$ cat src/rtl/sys_defs.sv
// Shared definitions for the execute stage: data width, multiplier depth,
// channel / ALU function / operand-select encodings and the issue/execute packets.
// Latency: n/a (types only). Backpressure: n/a.
package sys_defs;

   localparam int XLEN        = 32;
   localparam int MULT_STAGES = 4;

   localparam logic [6:0] OP_JAL  = 7'b1101111;
   localparam logic [6:0] OP_JALR = 7'b1100111;

   typedef enum logic [1:0] {
      CH_ALU  = 2'd0,
      CH_BR   = 2'd1,
      CH_MULT = 2'd2,
      CH_NONE = 2'd3
   } CHANNEL;

   typedef enum logic [4:0] {
      ALU_ADD    = 5'h00,
      ALU_SUB    = 5'h01,
      ALU_SLT    = 5'h02,
      ALU_SLTU   = 5'h03,
      ALU_AND    = 5'h04,
      ALU_OR     = 5'h05,
      ALU_XOR    = 5'h06,
      ALU_SLL    = 5'h07,
      ALU_SRL    = 5'h08,
      ALU_SRA    = 5'h09,
      ALU_MUL    = 5'h0a,
      ALU_MULH   = 5'h0b,
      ALU_MULHSU = 5'h0c,
      ALU_MULHU  = 5'h0d,
      ALU_DIV    = 5'h0e,
      ALU_DIVU   = 5'h0f,
      ALU_REM    = 5'h10,
      ALU_REMU   = 5'h11
   } ALU_FUNC;

   typedef enum logic [1:0] {
      OPA_IS_RS1  = 2'd0,
      OPA_IS_NPC  = 2'd1,
      OPA_IS_PC   = 2'd2,
      OPA_IS_ZERO = 2'd3
   } ALU_OPA_SELECT;

   typedef enum logic [2:0] {
      OPB_IS_RS2   = 3'd0,
      OPB_IS_I_IMM = 3'd1,
      OPB_IS_S_IMM = 3'd2,
      OPB_IS_B_IMM = 3'd3,
      OPB_IS_U_IMM = 3'd4,
      OPB_IS_J_IMM = 3'd5
   } ALU_OPB_SELECT;

   typedef struct packed {
      logic [31:0]     inst;
      logic [XLEN-1:0] PC;
      logic [XLEN-1:0] rs1_value;
      logic [XLEN-1:0] rs2_value;
      ALU_OPA_SELECT   opa_select;
      ALU_OPB_SELECT   opb_select;
      ALU_FUNC         alu_func;
      CHANNEL          channel;
      logic [4:0]      dest_reg_idx;
      logic [5:0]      rob_tag;
   } IS_PACKET;

   typedef struct packed {
      logic [XLEN-1:0] alu_result;
      logic            take_branch;
      logic [XLEN-1:0] PC;
      logic [4:0]      dest_reg_idx;
      logic [5:0]      rob_tag;
   } EX_PACKET;

endpackage

$ cat src/rtl/ex_mult.sv
// Pipelined multiplier: MUL/MULH/MULHSU/MULHU with a valid/packet shift chain.
// Latency: STAGES edges from issue to out_vld; one new multiply accepted per cycle.
// Backpressure: none; the result is always emitted and wins output arbitration upstream.
// Ports: clock/reset (sync, active-high); in_vld/in_a/in_b/in_func/in_pkt issue side;
//        out_vld/out_pkt completion side (pass-through fields travel with the product).
module ex_mult
   import sys_defs::*;
#(
   parameter int STAGES = MULT_STAGES
) (
   input  logic            clock,
   input  logic            reset,
   input  logic            in_vld,
   input  logic [XLEN-1:0] in_a,
   input  logic [XLEN-1:0] in_b,
   input  ALU_FUNC         in_func,
   input  EX_PACKET        in_pkt,
   output logic            out_vld,
   output EX_PACKET        out_pkt
);

   logic              a_sgn, b_sgn;
   logic [2*XLEN-1:0] a_ext, b_ext, prod;
   EX_PACKET          head;

   logic [STAGES-1:0] vld_d, vld_q;
   EX_PACKET          pkt_d [STAGES];
   EX_PACKET          pkt_q [STAGES];

   always_comb begin
      a_sgn = 1'b0;
      b_sgn = 1'b0;
      case (in_func)
         ALU_MULH: begin
            a_sgn = in_a[XLEN-1];
            b_sgn = in_b[XLEN-1];
         end
         ALU_MULHSU: a_sgn = in_a[XLEN-1];
         default: ;
      endcase
      // Extending to 2*XLEN makes an unsigned multiply produce the correct
      // signed/unsigned product modulo 2^(2*XLEN) for every variant.
      a_ext = {{XLEN{a_sgn}}, in_a};
      b_ext = {{XLEN{b_sgn}}, in_b};
      prod  = a_ext * b_ext;

      head             = in_pkt;
      head.take_branch = 1'b0;
      head.alu_result  = (in_func == ALU_MUL) ? prod[XLEN-1:0] : prod[2*XLEN-1:XLEN];

      vld_d    = {vld_q[STAGES-2:0], in_vld};
      pkt_d[0] = head;
      for (int i = 1; i < STAGES; i++) begin
         pkt_d[i] = pkt_q[i-1];
      end
   end

   always_ff @(posedge clock) begin
      if (reset) begin
         vld_q <= '0;
         for (int i = 0; i < STAGES; i++) begin
            pkt_q[i] <= '0;
         end
      end else begin
         vld_q <= vld_d;
         pkt_q <= pkt_d;
      end
   end

   assign out_vld = vld_q[STAGES-1];
   assign out_pkt = pkt_q[STAGES-1];

endmodule

$ cat src/rtl/ex_stage.sv
// Execute stage: operand muxes, ALU and branch unit inline, pipelined multiplier in ex_mult.
// Latency: ALU/BR same cycle (combinational); MULT MULT_STAGES edges after issue.
// Backpressure: a completing multiply owns the output; a same-cycle ALU/BR input raises no_output for replay.
// Ports: clock, reset (sync, active-high), is_packet_in, ex_packet_out, valid, no_output.
// Optional: define EX_TRACE_EN to print one trace line per valid output at each rising edge.
module ex_stage
   import sys_defs::*;
(
   input  logic     clock,
   input  logic     reset,
   input  IS_PACKET is_packet_in,
   output EX_PACKET ex_packet_out,
   output logic     valid,
   output logic     no_output
);

   logic [31:0]     inst;
   logic [XLEN-1:0] rs1, rs2, pc;
   logic [XLEN-1:0] imm_i, imm_s, imm_b, imm_u, imm_j;
   logic [XLEN-1:0] opa, opb, alu_res, br_target;
   logic            br_take, ab_vld, mult_in_vld, mult_vld;
   EX_PACKET        pass_pkt, mult_pkt;

   assign inst = is_packet_in.inst;
   assign rs1  = is_packet_in.rs1_value;
   assign rs2  = is_packet_in.rs2_value;
   assign pc   = is_packet_in.PC;

   assign ab_vld      = (is_packet_in.channel == CH_ALU) || (is_packet_in.channel == CH_BR);
   assign mult_in_vld = (is_packet_in.channel == CH_MULT);

   always_comb begin
      imm_i = {{20{inst[31]}}, inst[31:20]};
      imm_s = {{20{inst[31]}}, inst[31:25], inst[11:7]};
      imm_b = {{19{inst[31]}}, inst[31], inst[7], inst[30:25], inst[11:8], 1'b0};
      imm_u = {inst[31:12], 12'b0};
      imm_j = {{11{inst[31]}}, inst[31], inst[19:12], inst[20], inst[30:21], 1'b0};

      case (is_packet_in.opa_select)
         OPA_IS_RS1: opa = rs1;
         OPA_IS_NPC: opa = pc + 32'd4;
         OPA_IS_PC:  opa = pc;
         default:    opa = '0;
      endcase

      case (is_packet_in.opb_select)
         OPB_IS_I_IMM: opb = imm_i;
         OPB_IS_S_IMM: opb = imm_s;
         OPB_IS_B_IMM: opb = imm_b;
         OPB_IS_U_IMM: opb = imm_u;
         OPB_IS_J_IMM: opb = imm_j;
         default:      opb = rs2;
      endcase

      case (is_packet_in.alu_func)
         ALU_ADD:  alu_res = opa + opb;
         ALU_SUB:  alu_res = opa - opb;
         ALU_SLT:  alu_res = {{(XLEN-1){1'b0}}, ($signed(opa) < $signed(opb))};
         ALU_SLTU: alu_res = {{(XLEN-1){1'b0}}, (opa < opb)};
         ALU_AND:  alu_res = opa & opb;
         ALU_OR:   alu_res = opa | opb;
         ALU_XOR:  alu_res = opa ^ opb;
         ALU_SLL:  alu_res = opa << opb[4:0];
         ALU_SRL:  alu_res = opa >> opb[4:0];
         ALU_SRA:  alu_res = $unsigned($signed(opa) >>> opb[4:0]);
         default:  alu_res = '0;
      endcase

      br_target = opa + opb;

      // Condition uses the raw register values, never the muxed operands.
      case (inst[14:12])
         3'b000:  br_take = (rs1 == rs2);
         3'b001:  br_take = (rs1 != rs2);
         3'b100:  br_take = ($signed(rs1) <  $signed(rs2));
         3'b101:  br_take = ($signed(rs1) >= $signed(rs2));
         3'b110:  br_take = (rs1 <  rs2);
         3'b111:  br_take = (rs1 >= rs2);
         default: br_take = 1'b0;
      endcase
      if ((inst[6:0] == OP_JAL) || (inst[6:0] == OP_JALR)) begin
         br_take = 1'b1;
      end
   end

   always_comb begin
      pass_pkt              = '0;
      pass_pkt.PC           = pc;
      pass_pkt.dest_reg_idx = is_packet_in.dest_reg_idx;
      pass_pkt.rob_tag      = is_packet_in.rob_tag;
   end

   ex_mult #(.STAGES(MULT_STAGES)) u_mult (
      .clock   (clock),
      .reset   (reset),
      .in_vld  (mult_in_vld),
      .in_a    (opa),
      .in_b    (opb),
      .in_func (is_packet_in.alu_func),
      .in_pkt  (pass_pkt),
      .out_vld (mult_vld),
      .out_pkt (mult_pkt)
   );

   always_comb begin
      ex_packet_out = '0;
      valid         = 1'b0;
      no_output     = 1'b0;
      if (!reset) begin
         if (mult_vld) begin
            ex_packet_out = mult_pkt;
            valid         = 1'b1;
            no_output     = ab_vld;
         end else if (ab_vld) begin
            ex_packet_out = pass_pkt;
            if (is_packet_in.channel == CH_BR) begin
               ex_packet_out.alu_result  = br_target;
               ex_packet_out.take_branch = br_take;
            end else begin
               ex_packet_out.alu_result  = alu_res;
            end
            valid = 1'b1;
         end
      end
   end

`ifdef EX_TRACE_EN
   always_ff @(posedge clock) begin
      if (valid) begin
         $display("[EX] t=%0t PC=%08h ch=%0d res=%08h br=%0b no_out=%0b",
                  $time, ex_packet_out.PC, mult_vld ? CH_MULT : is_packet_in.channel,
                  ex_packet_out.alu_result, ex_packet_out.take_branch, no_output);
      end
   end
`endif

endmodule

$ cat config.mk
export PLATFORM = sky130hd
export DESIGN_NAME = ex_stage
export DESIGN_NICKNAME = d
export VERILOG_FILES = /design/src/rtl/sys_defs.sv /design/src/rtl/ex_mult.sv /design/src/rtl/ex_stage.sv
export SDC_FILE = /design/constraint.sdc
export NUM_CORES = 2
export LEC_CHECK = 0
export CORE_UTILIZATION = 40
export DETAILED_ROUTE_END_ITERATION = 10
export MAX_ROUTING_LAYER = met4
export SLEW_MARGIN = 15
export SYNTH_ARGS = -nofsm -noshare
export SYNTH_HDL_FRONTEND = slang
export SYNTH_SLANG_ARGS = --single-unit
$ cat constraint.sdc
create_clock -name clock -period 18.3 [get_ports clock]
set_input_delay 1.83 -clock clock [delete_from_list [all_inputs] [get_ports clock]]
set_output_delay 1.83 -clock clock [all_outputs]
set_load 0.01 [all_outputs]
* Word level (Yosys, flattened, before mapping)
Index checks and enable logic that the tools add are counted.
Operators by class: $add $sub $neg 3, multiply operators 1, $lt $le $gt $ge 6, equal/unequal tests 30, shift-type cells 3, muxes and demuxes 18, bitwise gates (word level) 3, reduce and logical (&&, ||, !) cells 7
Operators with widths (number):
- one-hot mux 32 bit (10 select lines) | 1
- 2-to-1 mux 76 bit | 3
- one-hot mux 32 bit (5 select lines) | 1
- less-than comparator 32 bit | 4
- one-hot mux 32 bit (3 select lines) | 1
- greater-or-equal comparator 32 bit | 2
- multiplier 33 x 33 -> 64 bit | 1
- 2-to-1 mux 32 bit | 2
- adder 32 x 3 -> 32 bit (second input constant) | 1
- adder 32 bit | 1
- AND 32 bit | 1
- equality test 32 bit | 1
- != test 32 bit | 1
- bitwise OR 32 bit | 1
- << shifter 32 x 5 -> 32 bit | 1
- >> shifter 32 x 5 -> 32 bit | 1
- >>> shifter 32 x 5 -> 32 bit | 1
- subtractor 32 bit | 1
- XOR 32 bit | 1
- equality test 5 x 4 -> 1 bit (second input constant) | 5
- equality test 5 x 3 -> 1 bit (second input constant) | 4
- equality test 3 bit (second input constant) | 6
- equality test 7 bit (second input constant) | 2
- equality test 5 x 2 -> 1 bit (second input constant) | 2
- 12 further kinds | 26
Word-level totals: flip-flop bits (word level) 307, input bits 153, output and inout port bits 78, logic and storage cells 91

* Logic depth before layout (Yosys ltp)
word-level depth 8, mapped depth 39, gate-level depth less buffers 33

* By module
A second synthesis with hierarchy kept.
Second synthesis, totals: cell total of the unflattened synthesis 7232, area, all modules 60807.1 um^2
Modules (own cells, without submodules):
- ex_mult | times used 1, cells each 4988, area each 46666.0 um^2, seq. area each 6085.8 um^2
- ex_stage | times used 1, cells each 2244, area each 14141.1 um^2, seq. area each 0.0 um^2

* Worst setup path before layout
No wires, ideal clock.
path type in2reg, from input is_packet_in[18] (netlist name), to register u_mult.pkt_q (netlist bit u_mult.pkt_d[216]), library setup time 0.079 ns, arrival 11.120 ns, data required time 18.221 ns, slack 7.101 ns, cell stages on the path 34, buffers on the path 6, path through buf_2 -> nor2b_1 -> a22oi_1 -> o21ai_1 -> clkbuf_1 -> clkbuf_1 -> clkbuf_1 -> clkbuf_1 -> buf_1 -> nand2_1 -> fa_1 -> inv_1 -> fa_1 -> inv_1 -> fa_1 -> fa_1 -> inv_1 -> fa_1 -> fa_1 -> fa_1 -> inv_1 -> fa_1 -> inv_1 -> ha_1 -> a21oi_1 -> o21bai_1 -> a21oi_1 -> o21ai_0 -> a2111oi_0 -> a2bb2oi_1 -> a2111oi_0 -> nor4_1 -> or3_1 -> o211ai_1
On the way: word-level cells in the longest chain between the ends 5, elaborated cells on any way between the ends 9, those cells by class mul (1); eq/ne (5); mux (3)
RTL lines:
- start: declaration | line ex_stage.sv:11 | input IS_PACKET is_packet_in,
- equality test 3 bit, or another cell as far along | line ex_stage.sv:46 | case (is_packet_in.opb_select)
- one-hot mux 32 bit (5 select lines) (*) | line ex_stage.sv:46
- 2-to-1 mux 1 bit | line ex_mult.sv:33 | case (in_func)
- multiplier 33 x 33 -> 64 bit (*) | line ex_mult.sv:45 | prod = a_ext * b_ext;
- 2-to-1 mux 32 bit (*) | line ex_mult.sv:49 | head.alu_result = (in_func == ALU_MUL) ? prod[XLEN-1:0] : prod[2*XLEN-1:XLEN];
- end signal: assignment | line ex_mult.sv:66 | pkt_q <= pkt_d;
- end: declaration | line ex_mult.sv:28 | EX_PACKET pkt_q [STAGES];
Every way passes the cells marked *; elsewhere a longest branch is shown, timed or not. A chain may end at the register's enable or synchronous reset.

* Worst setup path after layout
from input is_packet_in[92] (netlist name), to register u_mult.pkt_q (netlist bit u_mult.pkt_d[223])
On the way: word-level cells in the longest chain between the ends 5
RTL lines:
- adder 32 x 3 -> 32 bit | line ex_stage.sv:41 | OPA_IS_NPC: opa = pc + 32'd4;
- one-hot mux 32 bit (3 select lines) (*) | line ex_stage.sv:39 | case (is_packet_in.opa_select)
- 2-to-1 mux 1 bit | line ex_mult.sv:33
- multiplier 33 x 33 -> 64 bit (*) | line ex_mult.sv:45
- 2-to-1 mux 32 bit (*) | line ex_mult.sv:49
Marks and branches as above.

==> run summary <==
WORST SETUP PATH
------------------------------------------------------------------------------------------
Capturing element of the worst setup path                                     u_mult.pkt_d[223]$_SDFF_PP0_
Worst reg2reg startpoint                                                      u_mult.pkt_d[67]$_SDFF_PP0_
Slowest stage cell, crit path                                                         fa_1
R2r worst-path depth                                                                     1
Maximum fanout encountered on the critical timing path                                  35
Slack of the worst reg-to-reg path                                               17,240 ps
Crit. Startpoint                                                              is_packet_in[92]
Highest cell delay on the worst timing path                                        1290 ps
Crit path launch type                                                            input pin
Category of cells accounting for the largest share of critical-path delay      adder cells
Number of buffer and inverter instances along the worst setup path                       6
Endpoint arrival time on the critical path                                       14,690 ps
Critical Setup Path Class                                                     input pin to flop
Kind of end point of the critical path                                                flop
Reg-to-Reg End                                                                u_mult.out_pkt[67]$_SDFF_PP0_
Most numerous cell on the critical path                                               fa_1
WP data required                                                                 18,780 ps
Cell depth of the worst setup path                                                      29

DETAILED ROUTING
------------------------------------------------------------------------------------------
Post-detailed-route count of antenna-violating nets                                      0
DR vias                                                                             51,735
Final routed wirelength across all metal layers                                     257 mm
Drt drc                                                                                  0
Drt wl/cell                                                                        29.0 um
Via count normalized by instance count                                                5.84
Number of detailed-route iterations in the first pass                                    8
1st-iter DRT viols                                                                   5,425

WORST HOLD PATH
------------------------------------------------------------------------------------------
Worst hold path depth                                                                    1
Hold Crit Class                                                               flop to flop

GLOBAL ROUTE
------------------------------------------------------------------------------------------
Total congestion overflow after global routing                                           0
First-pass GRT wire length                                                          368 mm
Maximum number of pins on one net before global-route repair                           107
Number of global-route vias before repair                                           51,797
Overall routing resource usage                                                       35.8%
Number of antenna violations at the first check in global routing                       15

TIMING
------------------------------------------------------------------------------------------
Pins over their slew limit                                                               0
Crit path time final                                                             14,210 ps
Final sum of negative setup slack                                                     0 ps
Worst clock skew                                                                   9.32 ps
Hold violation total from the final report                                               0
Period utilization                                                                   77.7%
Worst slew margin relative to its limit                                              12.9%
Worst Tran Pin Value                                                               1300 ps
Unrepaired setup endpoints after global routing                                      false
Maximum achievable frequency                                                    0.0704 GHz
Final number of setup-violating endpoints                                                0

CLOCK TREE
------------------------------------------------------------------------------------------
Clock buffers created by TritonCTS                                                      29
Post-cts repair resize count                                                             0
H-tree Lvls                                                                              1
Clock edge transition at the registers on the reported setup and hold paths          60 ps
Count of clock tree sinks                                                              304
Total setup buffers inserted after CTS                                                   0
Buffers from clock root to sink, at most                                                 3
Root cell of the clock tree                                                      clkbuf_16
Later-pin clock latency in the skew report                                          580 ps
TritonCTS clock tree                                                                   yes
CTS Hold Bufs                                                                            0

YOSYS
------------------------------------------------------------------------------------------
Yosys warnings                                                                           0
Post-synth top flop                                                                dfxtp_1
Number of storage elements in the synthesis netlist                                    304
Distinct cell type count after synthesis                                                99
Synthesized area divided by synthesized cell count                               8.46 um^2
Post-Syn Nets                                                                        8,524
Number of standard cells after synthesis                                             6,902
Share of synthesized area occupied by flip-flops and latches                         10.4%
Cell area after synthesis                                                      0.0584 mm^2
Number of enable-type register cells in the synthesized netlist                          0
Async S/R FF share, synth                                                               0%

FLOORPLAN
------------------------------------------------------------------------------------------
Effective utilization at floorplan                                                   40.5%
Standard-cell row count                                                                139
Die outline width                                                                   384 um
Chip Height                                                                         384 um
Number of top-level pins                                                               231
Die Outline Area                                                                0.148 mm^2
Core outline area                                                               0.144 mm^2

CELLS AND AREA
------------------------------------------------------------------------------------------
Most frequent standard cell in the layout excluding fill and tap cells               inv_1
Most frequent cells in the layout                                             inv_1, fa_1, nor2_1, nand2_1, ha_1
Final cell utilization of the core                                                   44.3%
Cell area after layout                                                         0.0638 mm^2
Proportion of layout cells with a drive suffix above 1                               4.93%
Final net count                                                                      8,534
Syn-to-layout area delta                                                             9.29%

PLACEMENT
------------------------------------------------------------------------------------------
Global placement routability congestion                                               1.09
Number of buffers added on ports                                                       229
Post-Place Cell Area                                                           0.0629 mm^2
Detailed placement HPWL                                                             200 mm

RUN STATUS
------------------------------------------------------------------------------------------
Result of the run                                                             finished clean

RUN
------------------------------------------------------------------------------------------
Total of max-cap violations                                                              0

layout make-up:
class,count,area [um^2]
Fill cell,14260,80300
Clock inverter,15,124
Inverter,1275,4790
Tap cell,1903,2380
Sequential cell,304,6090
Multi-Input combinational cell,4911,46100
Clock buffer,38,790
Antenna cell,19,47.5
Timing Repair Buffer,391,3500
state kept, by name, indices dropped and copies added, names as in the netlist:
signal / count
u_mult.pkt_d: 225
u_mult.out_pkt: 75
u_mult.vld_q: 4
per-layer routing:
metal	GRT usage, %	vias to the layer above	share of wire, %
li1	-	21712	-
met1	44.1	26085	38
met2	53.1	3198	44
met3	8.90	740	11
met4	21.1	0	7.5
met5	-	-	0
stage by stage:
stage               setup slack [ps]  hold WS, ps  instances
floorplan                       7100          414       6902
global route                    3890          447       8847
global placement                3880          415       8784
finish                          4090          431       8856
CTS                             4350          435       8837
detailed placement              3780          420       8784
Yosys cell counts, types with 37 or more instances:
cell | count | area share, %
nand4_1 | 38 | 0.41
a22o_1 | 57 | 0.85
fa_1 | 1116 | 38
nor2b_1 | 294 | 3.1
ha_1 | 353 | 7.6
nand2b_1 | 37 | 0.40
nand2_1 | 645 | 4.1
buf_1 | 71 | 0.46
a21oi_1 | 260 | 2.2
clkbuf_1 | 313 | 2.0
o21ai_0 | 215 | 1.8
a31oi_1 | 37 | 0.40
dfxtp_1 | 304 | 10
mux2i_1 | 93 | 1.6
inv_1 | 1240 | 8.0
o211ai_1 | 51 | 0.66
nand3_1 | 80 | 0.69
a21o_1 | 80 | 1.0
nor3_1 | 59 | 0.51
a211oi_1 | 68 | 0.87
nor2_1 | 795 | 5.1
xnor2_1 | 87 | 1.3
worst min-delay path by stage:
stage / startpoint / endpoint / slack [ps]
after floorplan: u_mult.pkt_d[0]$_SDFF_PP0_ / u_mult.out_pkt[0]$_SDFF_PP0_ / 410
after global placement: u_mult.pkt_d[154]$_SDFF_PP0_ / u_mult.pkt_d[78]$_SDFF_PP0_ / 410
after detailed placement: u_mult.pkt_d[112]$_SDFF_PP0_ / u_mult.pkt_d[36]$_SDFF_PP0_ / 420
after CTS: u_mult.pkt_d[128]$_SDFF_PP0_ / u_mult.pkt_d[52]$_SDFF_PP0_ / 430
after global routing: u_mult.pkt_d[128]$_SDFF_PP0_ / u_mult.pkt_d[52]$_SDFF_PP0_ / 450
final: u_mult.pkt_d[203]$_SDFF_PP0_ / u_mult.pkt_d[127]$_SDFF_PP0_ / 430
cells by family (layout without fill, tap and decap cells):
kind of cell	Yosys count	count (layout)	share of synthesized area (%)
other cells	0	19	0
flops	304	304	10.4
simple gates	2112	2112	16.4
buf+inv	1687	1719	10.9
fa+ha+maj	1469	1469	45.8
compound gates	1082	1082	12.3
xor+xnor	120	120	1.80
mux	128	128	2.32
Power is not shown: default switching activity piles up to over one toggle a cycle in this logic, so the estimate is an artifact.
